$ cat src/rtl/irq_entry_sequencer.sv
`default_nettype none
// ============================================================================
// Module      : irq_entry_sequencer
// Description : Interrupt entry/exit sequencer for the 5-stage 16-bit
//               pipeline. Freezes fetch, saves the CCR, injects push-PC-lo,
//               push-PC-hi and load-vector instructions into decode, waits
//               for the pipeline to settle, then holds in-service until an
//               RTI commits in write-back and the flags are restored.
// Revision    : 1.0 - initial release
// ============================================================================
module irq_entry_sequencer #(
    parameter logic [4:0] INT_OPCODE    = 5'b11110,
    parameter int         SETTLE_CYCLES = 3
) (
    input  logic        clk,
    input  logic        reset,
    input  logic        irq,
    input  logic        defer,
    input  logic        rti_commit,
    output logic        stall_fetch,
    output logic        inj_valid,
    output logic [15:0] inj_instr,
    output logic        save_flags,
    output logic        restore_flags,
    output logic        irq_ack,
    output logic        in_service,
    output logic        busy
);

    localparam logic [2:0] S_IDLE    = 3'd0;
    localparam logic [2:0] S_SAVE    = 3'd1;
    localparam logic [2:0] S_PUSH_LO = 3'd2;
    localparam logic [2:0] S_PUSH_HI = 3'd3;
    localparam logic [2:0] S_VEC     = 3'd4;
    localparam logic [2:0] S_SETTLE  = 3'd5;
    localparam logic [2:0] S_ISR     = 3'd6;

    localparam logic [2:0] c_SETTLE_LOAD = 3'(SETTLE_CYCLES - 1);

    logic [2:0] r_state;
    logic [2:0] w_next_state;
    logic       r_pending;
    logic [2:0] r_settle_cnt;
    logic [2:0] w_settle_cnt_next;
    logic       r_ack;
    logic       w_leave_idle;
    logic [2:0] w_step;

    // Leaving IDLE consumes the request (live irq or the merged pending one).
    assign w_leave_idle = (r_state == S_IDLE) && (irq || r_pending) && !defer;

    // State register plus pending, settle counter and first-ISR-cycle flag.
    always_ff @(posedge clk) begin
        if (reset) begin
            r_state      <= S_IDLE;
            r_pending    <= 1'b0;
            r_settle_cnt <= 3'd0;
            r_ack        <= 1'b0;
        end else begin
            r_state      <= w_next_state;
            r_settle_cnt <= w_settle_cnt_next;
            // A request that does not start entry this edge is remembered;
            // repeated pulses merge into a single pending request.
            if (w_leave_idle) begin
                r_pending <= 1'b0;
            end else if (irq) begin
                r_pending <= 1'b1;
            end
            r_ack <= (r_state == S_SETTLE) && (w_next_state == S_ISR);
        end
    end

    // Next-state and settle-counter logic.
    always_comb begin
        w_next_state      = r_state;
        w_settle_cnt_next = r_settle_cnt;
        case (r_state)
            S_IDLE: begin
                if (w_leave_idle) begin
                    w_next_state = S_SAVE;
                end
            end
            S_SAVE:    w_next_state = S_PUSH_LO;
            S_PUSH_LO: w_next_state = S_PUSH_HI;
            S_PUSH_HI: w_next_state = S_VEC;
            S_VEC: begin
                w_next_state      = S_SETTLE;
                w_settle_cnt_next = c_SETTLE_LOAD;
            end
            S_SETTLE: begin
                if (r_settle_cnt == 3'd0) begin
                    w_next_state = S_ISR;
                end else begin
                    w_settle_cnt_next = r_settle_cnt - 3'd1;
                end
            end
            S_ISR: begin
                if (rti_commit) begin
                    w_next_state = S_IDLE;
                end
            end
            default: w_next_state = S_IDLE;
        endcase
    end

    // Output decode: Moore on state/registers, except restore_flags which
    // follows rti_commit combinationally while in service.
    always_comb begin
        stall_fetch   = 1'b0;
        inj_valid     = 1'b0;
        save_flags    = 1'b0;
        w_step        = 3'b000;
        case (r_state)
            S_SAVE: begin
                stall_fetch = 1'b1;
                save_flags  = 1'b1;
            end
            S_PUSH_LO: begin
                stall_fetch = 1'b1;
                inj_valid   = 1'b1;
                w_step      = 3'b001;
            end
            S_PUSH_HI: begin
                stall_fetch = 1'b1;
                inj_valid   = 1'b1;
                w_step      = 3'b010;
            end
            S_VEC: begin
                stall_fetch = 1'b1;
                inj_valid   = 1'b1;
                w_step      = 3'b011;
            end
            S_SETTLE: begin
                stall_fetch = 1'b1;
            end
            default: begin
                stall_fetch = 1'b0;
            end
        endcase
        inj_instr     = inj_valid ? {INT_OPCODE, 8'b0, w_step} : 16'h0000;
        in_service    = (r_state == S_ISR);
        busy          = (r_state != S_IDLE);
        irq_ack       = r_ack;
        restore_flags = (r_state == S_ISR) && rti_commit;
    end

endmodule
`default_nettype wire
$ cat config.mk
export PLATFORM = sky130hd
export DESIGN_NAME = irq_entry_sequencer
export DESIGN_NICKNAME = d
export VERILOG_FILES = /design/src/rtl/irq_entry_sequencer.sv
export SDC_FILE = /design/constraint.sdc
export NUM_CORES = 1
export LEC_CHECK = 0
export CORE_UTILIZATION = 35
export CTS_CLUSTER_SIZE = 24
export DETAILED_ROUTE_END_ITERATION = 6
export PLACE_DENSITY = 0.81
export SLEW_MARGIN = 25
export SYNTH_ARGS = -nofsm -noshare
export SYNTH_HDL_FRONTEND = slang
export SYNTH_SLANG_ARGS = --single-unit
$ cat constraint.sdc
create_clock -name clk -period 1.5 [get_ports clk]
set_input_delay 0.3 -clock clk [delete_from_list [all_inputs] [get_ports clk]]
set_output_delay 0.3 -clock clk [all_outputs]
set_load 0.02 [all_outputs]
* Yosys cells after proc, flatten, opt, wreduce, memory -nomap -nowiden
Cells that the tools add are included.
** Word-level totals
- Word-level logic and storage cells :: 38
- Output and inout port bits :: 23
- Register bits :: 8
- Input port bits :: 5
** Cells by class
- Reduce and logical (&&, ||, !) cells :: 14
- Mux-type cells :: 11
- $add $sub $neg :: 1
- Eq/ne operators :: 8
** Operators with widths (count)
- $pmux W3 S7 :: 1
- $mux W16 :: 1
- $eq A3 B3 Y1 const B :: 4
- $mux W3 :: 4
- $eq A3 B2 Y1 const B :: 2
- $logic_not A3 Y1 :: 2
- $pmux W2 S3 :: 1
- $pmux W3 S2 :: 1
- $reduce_or A5 Y1 :: 1
- $logic_and A1 B1 Y1 :: 4
- $eq A3 B1 Y1 const B :: 1
- $mux W1 :: 3
- $reduce_bool A3 Y1 :: 1
- $reduce_or A3 Y1 :: 1
- $sub A3 B1 Y3 const B :: 1
- $ne A2 B2 Y1 const B :: 1
- $reduce_and A2 Y1 :: 1
- $reduce_bool A2 Y1 :: 1
- $reduce_or A2 Y1 :: 1
- $logic_not A1 Y1 :: 1
- $logic_or A1 B1 Y1 :: 1

* Depth between registers and ports, before layout
- Word-level depth :: 7
- Depth in mapped cells :: 5
- Depth with buffers taken out :: 5

* Worst setup path before layout
No wires, ideal clock.
- Path type :: register -> output
- Start :: register r_state[0]
- End :: output port inj_instr[12]
- Arrival :: 1.397 ns
- Stages on the path, launching flop included :: 5
- Data required time :: 1.200 ns
- Path buffers :: 2
- Setup slack :: -0.197 ns
- Cell sequence :: dfxtp_1 buf_4 or3b_2 nand2_1 buf_4
** Between the ends
- Word-level cells in the longest chain between the ends :: 4
- Elaborated cells on any way between the ends :: 6
- Classes of those cells :: eq/ne (3); mux (2); reduce/logical (1)
** Ends and longest elaborated chain
- start: declaration :: line 40 : logic [2:0] r_state;
- start signal: assignment :: line 60 : r_state <= w_next_state;
- $eq A3 B3 Y1 or $eq A3 B2 Y1 (tied branches) :: line 113 : case (r_state)
- $reduce_or A3 Y1 (no source line) *
- $mux W1 * :: line 113
- via inj_valid :: line 21 : output logic inj_valid,
- $mux W16 * :: line 140 : inj_instr = inj_valid ? {INT_OPCODE, 8'b0, w_step} : 16'h0000;
- end: declaration :: line 22 : output logic [15:0] inj_instr,
The timed path passes the listed nets; every way through them passes the cells marked *.

* Final worst setup path
- Start :: register r_state[2]
- End :: output port stall_fetch
** Between the ends
- Word-level cells in the longest chain between the ends :: 3
- Elaborated cells on any way between the ends :: 7
- Classes of those cells :: eq/ne (5); mux (1); reduce/logical (1)
** Ends and longest elaborated chain
- $eq A3 B3 Y1, or another cell as far along :: line 113
- $reduce_or A5 Y1 (no source line) *
- $mux W1 * :: line 113
- end: declaration :: line 20 : output logic stall_fetch,
Mark *: on every way between the ends. The rest lies on a longest branch, timed or not.

==> impl_metrics.json <==
{
  "status": "finished with violations",
  "violations": "setup timing",
  "portBuffers": 17,
  "synth_flop_cell": "dfxtp_1",
  "min_period_ns": 1.581,
  "rr_endpoint": "r_settle_cnt[0]",
  "synth-seq-area-share_pct": 27.71,
  "htreeDepth": 1,
  "clock-sinks": 8,
  "wl_mm": 1.161,
  "synth_cell_types": 31,
  "design_area_um2": 777.0,
  "rows": 14,
  "io_pins": 28,
  "yosysWarningCount": 0,
  "synth_top_cell_by_area": "dfxtp_1",
  "grt_max_degree": 11,
  "cts_hold_buf": 0,
  "synth-edff-count": 0,
  "whs_ns": 0.4660,
  "drv_slew": 0,
  "synth-async-reset-ratio_pct": 0,
  "clock_skew_ns": 0.002424,
  "wire_per_inst_um": 10.65,
  "synth_top_area_share_pct": 27.71,
  "antenna_found_initial": 0,
  "path_max_fanout": 6,
  "cts_root_buf": "clkbuf_4",
  "clkTransAtPathRegs_ns": 0.05,
  "core_area_um2": 1524,
  "grt_overflow_total": 0,
  "r2r_start": "r_state[0]",
  "rrSetupSlack_ns": 0.12,
  "die_x_um": 42.64,
  "worst_slack_ns": -0.08073,
  "vias": 536,
  "startpoint_type": "flop",
  "maxCapViolations": 0,
  "multi_input_area_um2": 335.3,
  "hpwl_um": 894.5,
  "die_h_um": 42.64,
  "antenna_left": 0,
  "die_area_um2": 1818,
  "power_density_nw_per_um2": 985.8,
  "drt_iter0_drc": 6,
  "cts_made_buffers": 3,
  "synth.avg_cell_area_um2": 8.142,
  "synthCells": 71,
  "firstDrtPassIters": 4,
  "track_usage_pct": 14.81,
  "regArea_um2": 166.4,
  "critPathArrivalTime_ns": 1.28,
  "drive_gt1_share_pct": 36.56,
  "route.detailed.drc": 0,
  "fmax_mhz": 632.6,
  "end_kind": "primary output",
  "clk_latency_ns": 0.26,
  "final_nets": 102,
  "hp-class": "flop to flop",
  "yosys-top-cells-area": "dfxtp_1, buf_4, ha_1",
  "cts_tree": "built",
  "reg2reg_depth": 5,
  "antenna_cells": 0,
  "clockBufferDepth": 2,
  "synth_seq_cells": 8,
  "cp.required_ns": 1.20,
  "crit_start": "r_state[2]",
  "rsz0062_at_grt": "yes",
  "netlist_top_cells_count": "buf_4, dfxtp_1, a21oi_1",
  "synth.most_common_cell": "buf_4",
  "placed_cell_area_um2": 765.7,
  "cts_setup_buffers": 0,
  "grt_pass1_vias": 460,
  "ir_worst_vdd_v": 0.0003798,
  "area_growth_pct": 34.42,
  "setup_viol": 9,
  "p_leak_uw": 0.0003687,
  "hold_violations": 0,
  "floorplan.initialDensity_pct": 37.93,
  "dp_slack_ns": -0.3071,
  "finalCritPeriodShare_pct": 105.4,
  "timing.critical_path.to": "stall_fetch",
  "routabilityCongestion": 0.7650,
  "grt_pass1_wl_mm": 1.945,
  "syn_area_um2": 578.1,
  "vias_per_cell": 4.917,
  "fillers": 155,
  "crit_type": "flop to primary output"
}
[state kept, by name, summed over array words and instances, names as in the netlist]
signal and count:
irq_ack 1, r_pending 1, r_settle_cnt 3, r_state 3
[logic make-up after synthesis]
| kind of cell | synth area share, % |
|---|---|
| xor+xnor | 1.515 |
| buf+inv | 23.59 |
| mux | 1.948 |
| flops | 27.71 |
| fa+ha+maj | 4.328 |
| simple gates | 25.76 |
| other cells | 0.6487 |
| compound gates | 14.51 |
[worst min path at each step]
stage | startpoint | end | slack (ns) | cells past startpoint
after floorplan | r_settle_cnt[1] | r_settle_cnt[1] | 0.44 | 1
after global placement | r_settle_cnt[1] | r_settle_cnt[1] | 0.45 | 1
after detailed placement | r_settle_cnt[1] | r_settle_cnt[1] | 0.46 | 1
after CTS | r_settle_cnt[1] | r_settle_cnt[1] | 0.47 | 1
after global routing | r_settle_cnt[1] | r_settle_cnt[1] | 0.48 | 1
final | r_settle_cnt[1] | r_settle_cnt[1] | 0.47 | 1
[cells in the final DEF, fill, tap and decap left out, types with 2 or more instances in the layout]
cell and count:
buf_4 14, conb_1 10, clkdlybuf4s50_1 5, dfxtp_1 5, buf_2 5, a21oi_1 4, buf_6 4, nand2b_1 3
nor3_1 3, nor2b_1 3, nor2_1 3, clkbuf_4 3, inv_1 2, and3b_1 2, nand3b_1 2, nand2_1 2
o21ai_0 2, ha_1 2, dfxtp_2 2
[timing repair]
action                     in CTS  in global routing
setup endpoints to repair      12                 10
hold endpoints to repair        0                  0
gates resized for setup        67                  1
pin swaps                       1                  0
[through the flow]
step	total power, µW	std cells	TNS [ns]	util (%)
after global placement	593.5	106	-2.794	50.25
after detailed placement	601.5	106	-3.079	50.25
after global routing	805.6	109	-0.9998	50.99
final	766.0	109	-0.5437	50.99
after floorplan	480.7	80	0	-
after CTS	770.0	109	-0.5893	50.66
[critical path, cell delays in order (launching register included)]
cell      delay [ns]
dfxtp_2         0.34
or3_4           0.39
a21boi_1        0.13
buf_2           0.15
[layer usage]
metal | global-route usage (%) | wire, µm | vias up
met5 | 0 | 0 | -
met4 | 11.25 | 38 | 0
met3 | 6.897 | 78 | 5
met2 | 20.91 | 544 | 17
met1 | 17.02 | 501 | 251
li1 | - | - | 263
[cell type report]
cell class	count	share of cell area, %
multi-input cells	52	43.16
well taps	16	2.576
inverters	2	0.9662
repair buffers	28	28.99
flip-flops and latches	8	21.42
clock buffers	3	2.899
[where the power goes]
group / total [µW] / switching (µW) / internal, µW / leakage (µW)
clock: 169 / 77.5 / 91.8 / 0.0000138
combinational: 348 / 178 / 170 / 0.000288
sequential: 249 / 20.1 / 229 / 0.0000666
total: 766 / 276 / 490 / 0.000369
No activity file was read; power rests on OpenSTA's default activity.
